**src/rtl/cray_addr_pkg.sv**
```systemverilog
// Shared types and sizes for the X-MP address multiply issue/writeback path.
package cray_addr_pkg;

    localparam int A_W     = 24;
    localparam int A_IDX_W = 3;
    localparam int NUM_A   = 8;

    typedef struct packed {
        logic               valid;
        logic [A_IDX_W-1:0] dest;
    } addr_tag_t;

endpackage

```
**src/rtl/addr_mult_sequencer_if.sv**
```systemverilog
// Issue, multiplier and writeback signals of the address multiply sequencer.
interface addr_mult_sequencer_if;
    import cray_addr_pkg::*;

    logic               i_issue_valid;
    logic               o_issue_ready;
    logic [A_IDX_W-1:0] i_i;
    logic [A_IDX_W-1:0] i_j;
    logic [A_IDX_W-1:0] i_k;
    logic [A_W-1:0]     i_aj;
    logic [A_W-1:0]     i_ak;
    logic [A_W-1:0]     o_aj;
    logic [A_W-1:0]     o_ak;
    logic [A_W-1:0]     i_product;
    logic               i_flush;
    logic               o_wb_valid;
    logic [A_IDX_W-1:0] o_wb_addr;
    logic [A_W-1:0]     o_wb_data;
    logic [NUM_A-1:0]   o_a_busy;
    logic [2:0]         o_inflight;

    modport slave (
        input  i_issue_valid, i_i, i_j, i_k, i_aj, i_ak, i_product, i_flush,
        output o_issue_ready, o_aj, o_ak, o_wb_valid, o_wb_addr, o_wb_data,
               o_a_busy, o_inflight
    );

    modport master (
        output i_issue_valid, i_i, i_j, i_k, i_aj, i_ak, i_product, i_flush,
        input  o_issue_ready, o_aj, o_ak, o_wb_valid, o_wb_addr, o_wb_data,
               o_a_busy, o_inflight
    );

endinterface

```
**src/rtl/addr_tag_pipe.sv**
```systemverilog
// Destination-tag delay line matching the address multiplier latency.
module addr_tag_pipe
    import cray_addr_pkg::*;
#(
    parameter int DEPTH = 2
) (
    input  logic      clk,
    input  logic      rst,
    input  logic      i_flush,
    input  addr_tag_t i_tag,
    output addr_tag_t o_tag
);

    addr_tag_t r_stage [DEPTH];

    always_ff @(posedge clk or posedge rst) begin
        if (rst) begin
            for (int n = 0; n < DEPTH; n++) r_stage[n] <= '0;
        end else if (i_flush) begin
            for (int n = 0; n < DEPTH; n++) r_stage[n] <= '0;
        end else begin
            r_stage[0] <= i_tag;
            for (int n = 1; n < DEPTH; n++) r_stage[n] <= r_stage[n-1];
        end
    end

    assign o_tag = r_stage[DEPTH-1];

endmodule

```
**src/rtl/addr_mult_sequencer.sv**
```systemverilog
// Issue/writeback sequencer for the 24-bit address multiplier: scoreboard,
// tag tracking across the fixed multiplier latency, registered writeback.
module addr_mult_sequencer
    import cray_addr_pkg::*;
#(
    parameter int MULT_LAT = 2
) (
    input  logic                  clk,
    input  logic                  rst,
    addr_mult_sequencer_if.slave  bus
);

    addr_tag_t          w_tag_in;
    addr_tag_t          w_tag_out;
    logic               w_fire;
    logic [NUM_A-1:0]   w_busy_nxt;
    logic [NUM_A-1:0]   r_busy;
    logic               r_wb_valid;
    logic [A_IDX_W-1:0] r_wb_addr;
    logic [A_W-1:0]     r_wb_data;
    logic [2:0]         r_inflight;

    assign bus.o_issue_ready = !bus.i_flush && !r_busy[bus.i_i]
                               && !r_busy[bus.i_j] && !r_busy[bus.i_k];
    assign w_fire   = bus.i_issue_valid && bus.o_issue_ready;
    assign bus.o_aj = w_fire ? bus.i_aj : '0;
    assign bus.o_ak = w_fire ? bus.i_ak : '0;
    assign w_tag_in = '{valid: w_fire, dest: bus.i_i};

    addr_tag_pipe #(.DEPTH(MULT_LAT)) u_tag_pipe (
        .clk     (clk),
        .rst     (rst),
        .i_flush (bus.i_flush),
        .i_tag   (w_tag_in),
        .o_tag   (w_tag_out)
    );

    // Reservation drops at the end of the writeback cycle, so a dependent
    // instruction reads the A file only after the product has landed.
    always_comb begin
        w_busy_nxt = r_busy;
        if (r_wb_valid) w_busy_nxt[r_wb_addr] = 1'b0;
        if (w_fire)     w_busy_nxt[bus.i_i]   = 1'b1;
    end

    always_ff @(posedge clk or posedge rst) begin
        if (rst) begin
            r_wb_valid <= 1'b0;
            r_wb_addr  <= '0;
            r_wb_data  <= '0;
            r_busy     <= '0;
            r_inflight <= '0;
        end else if (bus.i_flush) begin
            r_wb_valid <= 1'b0;
            r_busy     <= '0;
            r_inflight <= '0;
        end else begin
            r_wb_valid <= w_tag_out.valid;
            if (w_tag_out.valid) begin
                r_wb_addr <= w_tag_out.dest;
                r_wb_data <= bus.i_product;
            end
            r_busy     <= w_busy_nxt;
            r_inflight <= r_inflight + 3'(w_fire) - 3'(r_wb_valid);
        end
    end

    assign bus.o_wb_valid = r_wb_valid;
    assign bus.o_wb_addr  = r_wb_addr;
    assign bus.o_wb_data  = r_wb_data;
    assign bus.o_a_busy   = r_busy;
    assign bus.o_inflight = r_inflight;

endmodule
```
**src/flat_wrapper.sv**
```systemverilog
// flat-port wrapper written by rule: the top's interface ports become plain ports
module addr_mult_sequencer_flat import cray_addr_pkg::*;
#(
    parameter int MULT_LAT = 2
)
  (clk, rst, bus_i_issue_valid, bus_i_i, bus_i_j, bus_i_k, bus_i_aj, bus_i_ak, bus_i_product, bus_i_flush, bus_o_issue_ready, bus_o_aj, bus_o_ak, bus_o_wb_valid, bus_o_wb_addr, bus_o_wb_data, bus_o_a_busy, bus_o_inflight);
  addr_mult_sequencer_if bus_i ();
  input  logic clk;
  input  logic rst;
  input wire logic [$bits(bus_i.i_issue_valid)-1:0] bus_i_issue_valid;
  input wire logic [$bits(bus_i.i_i)-1:0] bus_i_i;
  input wire logic [$bits(bus_i.i_j)-1:0] bus_i_j;
  input wire logic [$bits(bus_i.i_k)-1:0] bus_i_k;
  input wire logic [$bits(bus_i.i_aj)-1:0] bus_i_aj;
  input wire logic [$bits(bus_i.i_ak)-1:0] bus_i_ak;
  input wire logic [$bits(bus_i.i_product)-1:0] bus_i_product;
  input wire logic [$bits(bus_i.i_flush)-1:0] bus_i_flush;
  output wire logic [$bits(bus_i.o_issue_ready)-1:0] bus_o_issue_ready;
  output wire logic [$bits(bus_i.o_aj)-1:0] bus_o_aj;
  output wire logic [$bits(bus_i.o_ak)-1:0] bus_o_ak;
  output wire logic [$bits(bus_i.o_wb_valid)-1:0] bus_o_wb_valid;
  output wire logic [$bits(bus_i.o_wb_addr)-1:0] bus_o_wb_addr;
  output wire logic [$bits(bus_i.o_wb_data)-1:0] bus_o_wb_data;
  output wire logic [$bits(bus_i.o_a_busy)-1:0] bus_o_a_busy;
  output wire logic [$bits(bus_i.o_inflight)-1:0] bus_o_inflight;
  assign bus_i.i_issue_valid = bus_i_issue_valid;
  assign bus_i.i_i = bus_i_i;
  assign bus_i.i_j = bus_i_j;
  assign bus_i.i_k = bus_i_k;
  assign bus_i.i_aj = bus_i_aj;
  assign bus_i.i_ak = bus_i_ak;
  assign bus_i.i_product = bus_i_product;
  assign bus_i.i_flush = bus_i_flush;
  assign bus_o_issue_ready = bus_i.o_issue_ready;
  assign bus_o_aj = bus_i.o_aj;
  assign bus_o_ak = bus_i.o_ak;
  assign bus_o_wb_valid = bus_i.o_wb_valid;
  assign bus_o_wb_addr = bus_i.o_wb_addr;
  assign bus_o_wb_data = bus_i.o_wb_data;
  assign bus_o_a_busy = bus_i.o_a_busy;
  assign bus_o_inflight = bus_i.o_inflight;
  addr_mult_sequencer #(.MULT_LAT(MULT_LAT)) u_core (.clk(clk), .rst(rst), .bus(bus_i));
endmodule
```
**config.mk**
```make
export PLATFORM = sky130hd
export DESIGN_NAME = addr_mult_sequencer_flat
export DESIGN_NICKNAME = d
export VERILOG_FILES = /design/src/rtl/cray_addr_pkg.sv /design/src/rtl/addr_mult_sequencer_if.sv /design/src/rtl/addr_tag_pipe.sv /design/src/rtl/addr_mult_sequencer.sv /design/src/flat_wrapper.sv
export SDC_FILE = /design/constraint.sdc
export NUM_CORES = 1
export LEC_CHECK = 0
export CAP_MARGIN = 40
export CORE_MARGIN = 2
export CORE_UTILIZATION = 35
export DETAILED_ROUTE_END_ITERATION = 10
export PLACE_DENSITY_LB_ADDON = 0.08
export SLEW_MARGIN = 0
export SYNTH_ARGS = -nofsm -noshare
export SYNTH_HDL_FRONTEND = slang
export SYNTH_SLANG_ARGS = --single-unit
```
**constraint.sdc**
```tcl
create_clock -name clk -period 3 [get_ports clk]
set_input_delay 0.9 -clock clk [delete_from_list [all_inputs] [get_ports clk]]
set_output_delay 0.9 -clock clk [all_outputs]
set_load 0.03 [all_outputs]
```
==> summary.txt, run 1 <==
Start of the worst register-to-register path -> u_core.bus.o_a_busy[2]
Hold Path Sink -> u_core.u_tag_pipe.o_tag[3]
Setup TNS -> -14220 ps
Final Worst Setup Slack -> -331 ps
Share of layout cells above drive strength 1 -> 0.421
CTS Buf Count -> 5
Relative slew slack -> 0.771
Commonest non-fill, non-tap cell in the layout -> clkdlybuf4s50_1
Synth Instances -> 273
Total Die Area -> 9170 um^2
Largest net degree at the start of global routing -> 29
Worst hold start -> u_core.u_tag_pipe.r_stage[7]
FF+latch count, synth -> 47
DIE WIDTH -> 95.7 um
DRC violations left -> 0
Crit path max-delay family -> buffers and inverters
Max incr delay on CP -> 300 ps
Initial antenna violation count -> 0
Net count after synthesis -> 361
Final number of setup-violating endpoints -> 49
FFs w/ async S/R, synth -> 1.00
Hold_buf cts -> 0
Hold Path Class -> reg2reg
IO Count -> 173
DP Worst Slack -> -784 ps
CP Max Fanout -> 5
CTS Buffer Depth -> 2
Row count -> 33
Root buffer cell -> clkbuf_8
Average wire per standard cell -> 15.1 um
Routed Wire Length -> 8850 um
H-tree depth -> 2
Layout Nets -> 569
Port Buffers -> 172
Reg2reg path depth -> 11
Top FF cell, synth -> dfrtp_1
Distinct cell type count of the synthesized netlist -> 39
Period utilization -> 1.11
Max-Cap Viols -> 0
Status -> finished with violations
Reg2Reg Setup Slack -> 470 ps
Reg-to-reg endpoint -> u_core.bus.o_inflight[2]
Unrepaired setup endpoints after global routing -> true
Fin crit period -> 3330 ps
GP Congestion -> 0.797
Hpwl dp -> 6280 um
Worst slew pin tran -> 342 ps
Crit path arrival time -> 2430 ps
PwrDens -> 403 nW/um^2
CP Data Required Time -> 2100 ps
Skew final -> 6.14 ps
CP endpoint kind -> output port
Syn_area_per_cell -> 10.8 um^2
Hold Vio Cnt, Final -> 0
Final core utilization -> 0.712
Warnings from Yosys -> 0
GRT overflow -> 0
Max Slew Vio Count -> 0
Max VDD drop -> 0.221 mV
Post-synth EDFFs -> 0
CORE AREA -> 8180 um^2
LEAKAGE -> 2.50 nW
Vias in the first global route -> 2717
Synthesized area -> 2950 um^2
Initial core utilization -> 0.360
CP max-delay cell -> mux2_4
Hold path depth -> 1
Area delta synth->final -> 97.7%
Clk_lat worst skew -> 290 ps
GRT Util Overall -> 0.189
Crit-path cells -> buf_8, mux2_4, a311oi_4, nand4_4, buf_6, clkbuf_16, nor3_4, buf_6
Failing checks -> negative setup slack
Critical Path Most Common Cell -> buf_6
CTS clock-pin slew for the worst setup and hold paths -> 80 ps
Share of synthesized area occupied by flip-flops and latches -> 0.399
Final ANT Viol Nets -> 0
Leading cell types in the layout, fill and taps excluded -> clkdlybuf4s50_1 (114), buf_6 (55), inv_1 (53)
CP Launch Type -> input pin
Fmax -> 300 MHz
Global-route wire length before repair -> 13300 um
Sink Count -> 47
Fin area -> 5820 um^2
Via count -> 2800
First DRT Iteration DRCs -> 80
Vias/cell -> 4.77
Total iterations of the first detailed-routing run -> 4
Critical Setup Path Class -> in2out
Buf+Inv Stages, Crit Path -> 4
Post-placement cell area -> 5170 um^2
# diodes -> 0
CTS tree -> yes
Die height -> 95.7 um
## worst max-delay path by stage
stage,from,end,cells past startpoint
after CTS,bus_i_i[2],bus_o_aj[15],8
after global placement,bus_i_i[2],bus_o_aj[10],8
final,bus_i_i[2],bus_o_ak[15],8
after detailed placement,bus_i_i[2],bus_o_aj[10],7
after floorplan,bus_i_i[2],bus_o_aj[0],5
after global routing,bus_i_i[2],bus_o_ak[12],8
## where the power goes
group / leakage (nW) / internal [W] / switching, W / total (W)
clock network: 0.0418 / 0.000167 / 0.000199 / 0.000366
logic: 1.86 / 0.000582 / 0.000593 / 0.00117
registers: 0.599 / 0.000744 / 0.0000614 / 0.000806
## state kept, by name, indices dropped and copies added (netlist names)
signal and cells:
u_core.bus.o_wb_addr 3, u_core.u_tag_pipe.r_stage 4, u_core.bus.o_a_busy 8, u_core.bus.o_wb_data 24, u_core.bus.o_inflight 3, u_core.u_tag_pipe.o_tag 4, u_core.bus.o_wb_valid 1
## synth_stat cells, types with 2 or more instances
master    count  share of area
nand2_1       5         0.0064
o211ai_1      6          0.015
nor2_1        5         0.0064
buf_1         2         0.0025
o311ai_0      2         0.0059
and4_1        2         0.0059
clkbuf_1      2         0.0025
mux2i_1       5          0.017
nor2b_1       9          0.019
buf_6         5          0.019
mux2_2       29           0.11
mux4_2        3          0.023
buf_4         2         0.0051
nand4_1       8          0.017
nor3_2       48           0.16
dfrtp_1      47           0.40
o21ai_1       5         0.0085
buf_2         8          0.014
ha_1          2         0.0085
o31ai_1       2         0.0051
inv_1        54          0.069
nand2b_1      4         0.0085
nor2_2        2         0.0042
## timing repair
| item | 4_1_cts | 5_1_grt |
|---|---|---|
| pin swaps | 5 | 7 |
| setup endpoints to repair | 51 | 49 |
| gates resized for setup | 99 | 10 |
| setup buffers | 13 | 5 |
| endpoints found under the hold margin | 0 | 0 |
| gates cloned | 6 | 2 |
## metal layers
metal	vias up	GRT usage	wire, um
met5	-	0	0
met4	0	0.0583	148
met3	12	0.0540	737
met2	129	0.340	4650
met1	1313	0.216	3320
li1	1346	-	-
## logic make-up after synthesis
kind of cell / share of synthesized area
xor+xnor: 0.00595
simple gates: 0.257
fa+ha+maj: 0.0153
mux: 0.156
flops: 0.399
compound gates: 0.0552
buf+inv: 0.112
## final cells by class
cell class | count | area [um^2]
multi-input cells | 153 | 1780
repair buffers | 220 | 2440
fillers | 555 | 2350
clock buffers | 6 | 72.6
inverters | 54 | 203
clock inverters | 2 | 16.3
well taps | 105 | 131
flip-flops and latches | 47 | 1180
## metrics by stage
step                hold WS, ps  power (W)  instances
global route                493    0.00248        587
CTS                         471    0.00237        586
floorplan                   439    0.00143        273
detailed placement          451    0.00190        560
finish                      464    0.00235        587
global placement            447    0.00188        560
(Power assumes the default switching activity.)
==> run 2, diff against run 1 <==
--- a/config.mk
+++ b/config.mk
@@ -6,7 +6,6 @@
 export NUM_CORES = 1
 export LEC_CHECK = 0
 export CAP_MARGIN = 40
-export CORE_MARGIN = 2
 export CORE_UTILIZATION = 35
 export DETAILED_ROUTE_END_ITERATION = 10
 export PLACE_DENSITY_LB_ADDON = 0.08
==> run 2 against run 1 <==
Effect of this change: the flow still finishes with violations (negative setup slack); first-iteration DRC count rose by 20%; count of clock-buffer cells in the layout unchanged; clock skew is 3.9 ps higher; sequential cell count unchanged; total power grew 1.5%; cell count rose by 1.7%; fmax decreased by 5.9%; utilization rose by 1.4 points; critical path depth increased by 2; design area increased by 2.0%; largest cell class unchanged; largest power group unchanged.
==> summary.txt, run 2 (synthesized netlist as in run 1, its figures left out) <==
Status -> finished with violations
Failing checks -> negative setup slack
Fill count -> 559 (+0.72%)
Vias/cell -> 4.87 (+2.1%)
GP Congestion -> 0.793 (-0.46%)
Final Power -> 0.00238 W (+1.5%)
Clk_lat worst skew -> 290 ps (about the same)
CTS clock-pin slew for the worst setup and hold paths -> 90 ps (about the same)
DIE WIDTH -> 93.7 um (-2.1%)
Average wire per standard cell -> 15.7 um (+4.1%)
Relative slew slack -> 0.685 (-0.0860)
DRC violations left -> 0 (unchanged)
Max Slew Vio Count -> 0 (unchanged)
Routed Wire Length -> 9370 um (+5.9%)
GRT overflow -> 0 (unchanged)
Final number of setup-violating endpoints -> 49 (unchanged)
CP endpoint kind -> output port
Hold slack -> 481 ps (+16.5 ps)
Max VDD drop -> 0.210 mV (-5.2%)
Total Die Area -> 8790 um^2 (-4.1%)
Reg2Reg Setup Slack -> 300 ps (-170 ps)
Post-placement cell area -> 5170 um^2 (about the same)
Hold Path Class -> reg2reg
Largest net degree at the start of global routing -> 24 (-17%)
Worst slew pin tran -> 472 ps (+129 ps)
CP Max Fanout -> 6 (+1)
Layout Nets -> 578 (+1.6%)
Switch Pwr -> 0.000869 W (+1.9%)
Met1 Usage GRT -> 0.257 (+0.0404)
Row count -> 33 (unchanged)
Vias in the first global route -> 3063 (+13%)
Fin crit period -> 3540 ps (+210 ps)
Via count -> 2908 (+3.9%)
CP Launch Type -> input pin
Final Worst Setup Slack -> -542 ps (-210 ps)
Max reg flops -> 24 (unchanged)
Port Buffers -> 172 (unchanged)
Sink Count -> 47 (unchanged)
CTS Buffer Depth -> 2 (unchanged)
Share of layout cells above drive strength 1 -> 0.436 (+0.0147)
Sw Ratio -> 0.365 (+0.00145)
PwrDens -> 401 nW/um^2 (-0.43%)
CORE AREA -> 8180 um^2 (unchanged)
Setup TNS -> -20030 ps (-5810 ps)
CTS tree -> yes
Global-route wire length before repair -> 14800 um (+11%)
Initial antenna violation count -> 0 (unchanged)
Layer with the highest usage -> met2
GRT Util Overall -> 0.218 (+0.0290)
Max-Cap Viols -> 0 (unchanged)
Area delta synth->final -> 102%
Skew final -> 10.0 ps (+3.86 ps)
Commonest non-fill, non-tap cell in the layout -> clkdlybuf4s50_1
Internal power -> 0.00151 W (+1.3%)
Register area -> 1180 um^2 (unchanged)
First DRT Iteration DRCs -> 96 (+20%)
IO Count -> 173 (unchanged)
Crit path arrival time -> 2640 ps (+210 ps)
Die height -> 93.7 um (-2.1%)
Hold Vio Cnt, Final -> 0 (unchanged)
Sequential power share -> 0.340 (-0.003)
CP Data Required Time -> 2100 ps (about the same)
Leading cell types in the layout, fill and taps excluded -> clkdlybuf4s50_1 (113), buf_6 (56), inv_1 (53)
Fin area -> 5940 um^2 (+2.0%)
Comb power frac -> 0.505 (+0.004)
Met3 Use GR -> 0.0623 (+0.00826)
Final ANT Viol Nets -> 0 (unchanged)
M2 GR Usage -> 0.371 (+0.0313)
Hpwl dp -> 6320 um (+0.70%)
Layout Cells excl Fill -> 597 (+1.7%)
Critical Setup Path Class -> in2out
Total iterations of the first detailed-routing run -> 4 (unchanged)
Root buffer cell -> clkbuf_8
Clock network power share -> 0.156 (about the same)
Placed cell count -> 562 (+0.36%)
Fmax -> 282 MHz (-5.9%)
Multi-input logic area -> 1800 um^2 (+0.91%)
H-tree depth -> 2 (unchanged)
Period utilization -> 1.18 (+0.0700)
Unrepaired setup endpoints after global routing -> true
Initial core utilization -> 0.360 (unchanged)
LEAKAGE -> 2.57 nW (+2.7%)
CTS Buf Count -> 5 (unchanged)
## run 2: changes by cell type in the layout (fill, tap and decap cells not counted), sizes merged
cell and change:
buf +7, bufbuf +2, clkbuf -1, clkdlybuf4s15 +1
clkdlybuf4s50 -1, diode +1, dlygate4sd2 -1, dlymetal6s2s +2
## run 2: power groups by stage
| stage | Combinational, W | Sequential [W] | Clock (W) |
|---|---|---|---|
| floorplan | 0.000396 | 0.00103 | 0 |
| global placement | 0.00106 | 0.000816 | 0 |
| detailed placement | 0.00107 | 0.000823 | 0 |
| CTS | 0.00121 | 0.000811 | 0.000385 |
| global route | 0.00127 | 0.000827 | 0.000416 |
| finish | 0.00120 | 0.000809 | 0.000371 |
## run 2: metal layers
layer	vias to the layer above	wire (um)
met1	1367	3590
met4	0	159
met3	13	779
met2	157	4850
li1	1371	-
met5	-	0
## run 2: through the flow
stage          utilization  worst slack (ps)
2_1_floorplan            -              -229
3_3_place_gp         0.633              -780
3_5_place_dp         0.633              -820
4_1_cts              0.724              -547
5_1_grt              0.726              -610
6_report             0.726              -542
## run 2: worst max-delay path: stages
cell	delay, ps
buf_8	80
mux4_2	530
nand2_2	120
nand4_4	110
buf_6	150
buf_6	120
buf_6	130
buf_16	150
nor3_4	180
buf_6	160
## run 2: final cells by class
class                      instances  area share
inverter                          54      0.0341
clock inverter                     2     0.00274
timing repair buffer             229       0.427
tap                              105      0.0221
multi-input combinational        153       0.303
sequential                        47       0.198
clock buffer                       6      0.0122
antenna                            1    0.000422
## run 2: final timing paths
path | end | depth (start not counted) | startpoint
worst max register to register | u_core.bus.o_inflight[1] | 12 | u_core.bus.o_a_busy[6]
worst min-delay path | u_core.u_tag_pipe.o_tag[3] | 1 | u_core.u_tag_pipe.r_stage[7]
max in group asynchronous | u_core.bus.o_wb_data[1] | 3 | rst
worst min register to register | u_core.u_tag_pipe.o_tag[3] | 1 | u_core.u_tag_pipe.r_stage[7]
min in group asynchronous | u_core.bus.o_wb_valid | 2 | rst
worst max-delay path | bus_o_ak[13] | 10 | bus_i_j[0]
## run 2: what timing repair did
| action | in CTS | in global routing |
|---|---|---|
| pin swaps | 13 | 15 |
| gates resized for setup | 93 | 16 |
| hold buffers | 0 | 0 |
| setup buffers | 20 | 6 |
| cloned | 9 | 0 |
| endpoints found under the setup margin | 51 | 51 |
==> run 3, diff against run 2 <==
--- a/config.mk
+++ b/config.mk
@@ -5,8 +5,8 @@
 export SDC_FILE = /design/constraint.sdc
 export NUM_CORES = 1
 export LEC_CHECK = 0
-export CAP_MARGIN = 40
-export CORE_UTILIZATION = 35
+export CAP_MARGIN = 20
+export CORE_UTILIZATION = 41
 export DETAILED_ROUTE_END_ITERATION = 10
 export PLACE_DENSITY_LB_ADDON = 0.08
 export SLEW_MARGIN = 0
==> constraint.sdc (replaced) <==
create_clock -name clk -period 4.3 [get_ports clk]
set_input_delay 1.29 -clock clk [delete_from_list [all_inputs] [get_ports clk]]
set_output_delay 1.29 -clock clk [all_outputs]
set_load 0.03 [all_outputs]
==> run 3 against run 2 <==
Effect of this change: the run now ends clean; sequential cell count did not move; clock skew shrank 3.2 ps; total power down 35%; via count down 6.3%; non-clock buffer count fell by 24; count of clock-buffer cells in the layout unchanged; first-iteration DRC count rose by 52%; worst hold slack worse by 13 ps; critical path depth fell by 2; wire length down 13%; critical path type unchanged; critical endpoint is now bus_o_aj[17]; largest power group unchanged; highest routed layer unchanged.
==> summary.txt, run 3 (synthesized netlist as in run 1, its figures left out) <==
Status -> finished, final reports clean
Unrepaired setup endpoints after global routing -> true
Share of layout cells above drive strength 1 -> 0.390 (-0.0461)
H-tree depth -> 2 (unchanged)
CP Data Required Time -> 3010 ps (+910 ps)
Worst slew pin tran -> 366 ps (-106 ps)
GRT overflow -> 0 (unchanged)
Final number of setup-violating endpoints -> 0 (-100%)
Final ANT Viol Nets -> 0 (unchanged)
GRT Util Overall -> 0.214 (-0.00394)
Sink Count -> 47 (unchanged)
Clk_lat worst skew -> 300 ps (about the same)
Vias/cell -> 4.84 (-0.60%)
Hold Vio Cnt, Final -> 0 (unchanged)
Total iterations of the first detailed-routing run -> 4 (unchanged)
CTS Buffer Depth -> 2 (unchanged)
Relative slew slack -> 0.756 (+0.0711)
Routed Wire Length -> 8200 um (-13%)
First DRT Iteration DRCs -> 146 (+52%)
Largest net degree at the start of global routing -> 48 (+100%)
Fin crit period -> 4230 ps
CP Launch Type -> input pin
GP Congestion -> 0.806 (+1.6%)
Vias in the first global route -> 2580 (-16%)
CP Max Fanout -> 13 (+7)
Hold slack -> 468 ps (-12.8 ps)
CORE AREA -> 6870 um^2 (-16%)
PwrDens -> 304 nW/um^2 (-24%)
Critical Setup Path Class -> in2out
Total Die Area -> 7530 um^2 (-14%)
Period utilization -> 0.984
Global-route wire length before repair -> 12600 um (-15%)
DRC violations left -> 0 (unchanged)
Average wire per standard cell -> 14.6 um (-7.3%)
Setup TNS -> 0 ps (+20030 ps)
Crit path arrival time -> 2940 ps (+300 ps)
Max Slew Vio Count -> 0 (unchanged)
Max-Cap Viols -> 0 (unchanged)
CP endpoint kind -> output port
# diodes -> 0 (-1)
Hold Path Sink -> u_core.u_tag_pipe.o_tag[1]
DIE WIDTH -> 86.8 um (-7.4%)
CTS Buf Count -> 5 (unchanged)
Max reg flops -> 24 (unchanged)
Initial core utilization -> 0.429 (+0.0685)
IO Count -> 173 (unchanged)
Commonest non-fill, non-tap cell in the layout -> clkdlybuf4s50_1
CTS tree -> yes
Start of the worst register-to-register path -> u_core.bus.o_a_busy[2]
Leading cell types in the layout, fill and taps excluded -> clkdlybuf4s50_1 (116), buf_4 (64), inv_1 (53)
CTS clock-pin slew for the worst setup and hold paths -> 90 ps (about the same)
Initial antenna violation count -> 0 (unchanged)
Layout Nets -> 554 (-4.2%)
Root buffer cell -> clkbuf_8
Hold Path Class -> reg2reg
Fmax -> 236 MHz
Final core utilization -> 0.745 (+0.0186)
Via count -> 2726 (-6.3%)
Skew final -> 6.76 ps (-3.24 ps)
Reg-to-reg endpoint -> u_core.bus.o_inflight[2]
Area delta synth->final -> 73.7%
LEAKAGE -> 2.40 nW (-6.4%)
Row count -> 30 (-9.1%)
Hpwl dp -> 5830 um (-7.9%)
Hold path depth -> 1 (unchanged)
Reg2reg path depth -> 10 (-2)
Worst hold start -> u_core.u_tag_pipe.r_stage[5]
Port Buffers -> 172 (unchanged)
Reg2Reg Setup Slack -> 1690 ps (+1390 ps)
Max VDD drop -> 0.311 mV (+48%)
Die height -> 86.8 um (-7.4%)
[run 3: changes by cell type in the layout (fill, tap and decap cells not counted), moves of 3 or more]
cell,change
clkdlybuf4s50_1,+3
nor3_4,-46
buf_12,-6
buf_6,-49
buf_4,+31
nor3_2,+46
[run 3: metal layers]
metal  wire length, um  share of wire  up-vias  GRT usage
met4                38         0.0046        0     0.0303
met2              4310           0.53       94      0.364
met5                 0              0        -          0
met3               470          0.057        4     0.0429
li1                  -              -     1308          -
met1              3380           0.41     1320      0.288
[run 3: worst max-delay path by stage]
stage | start | endpoint | slack, ps | depth (start not counted)
after floorplan | bus_i_i[2] | bus_o_aj[14] | 170 | 5
final | bus_i_j[0] | bus_o_aj[17] | 70 | 8
after global routing | bus_i_j[0] | bus_o_aj[17] | -7 | 8
after global placement | bus_i_i[2] | bus_o_ak[19] | -200 | 7
after CTS | bus_i_k[0] | bus_o_aj[8] | 1 | 7
after detailed placement | bus_i_i[2] | bus_o_aj[8] | -260 | 7
[run 3: final cells by class]
cell class | count | area (um^2)
inverters | 54 | 203
flip-flops and latches | 47 | 1180
multi-input cells | 153 | 1470
clock inverters | 2 | 12.5
fillers | 506 | 1750
well taps | 96 | 120
repair buffers | 205 | 2060
clock buffers | 6 | 72.6
[run 3: worst max-delay path, cell delays in order]
cell	delay, ps
clkdlybuf4s15_2	210
mux4_2	540
nand2_2	100
nand4_4	150
buf_6	170
buf_16	140
nor3_4	170
buf_6	150
[run 3: stage by stage]
| step | area, um^2 | instances | total power (W) | worst slack [ps] |
|---|---|---|---|---|
| floorplan | 2950 | 273 | 0.000950 | 174 |
| global placement | 4740 | 541 | 0.00125 | -198 |
| detailed placement | 4740 | 541 | 0.00127 | -261 |
| CTS | 5010 | 559 | 0.00156 | 1.45 |
| global route | 5110 | 563 | 0.00163 | -6.86 |
| finish | 5110 | 563 | 0.00156 | 70.7 |
[run 3: report_power, final]
| part | switching, W | internal [W] | total (W) |
|---|---|---|---|
| Sequential | 0.0000456 | 0.000519 | 0.000565 |
| Combinational | 0.000372 | 0.000358 | 0.000730 |
| Clock | 0.000148 | 0.000114 | 0.000262 |
[run 3: repair_timing]
action                                  4_1_cts  5_1_grt
pin swaps                                     6        3
hold buffers                                  0        0
endpoints found under the setup margin       49       45
buffers inserted                              6        1
endpoints found under the hold margin         0        0
gates resized for setup                      22        7
cloned                                        4        2
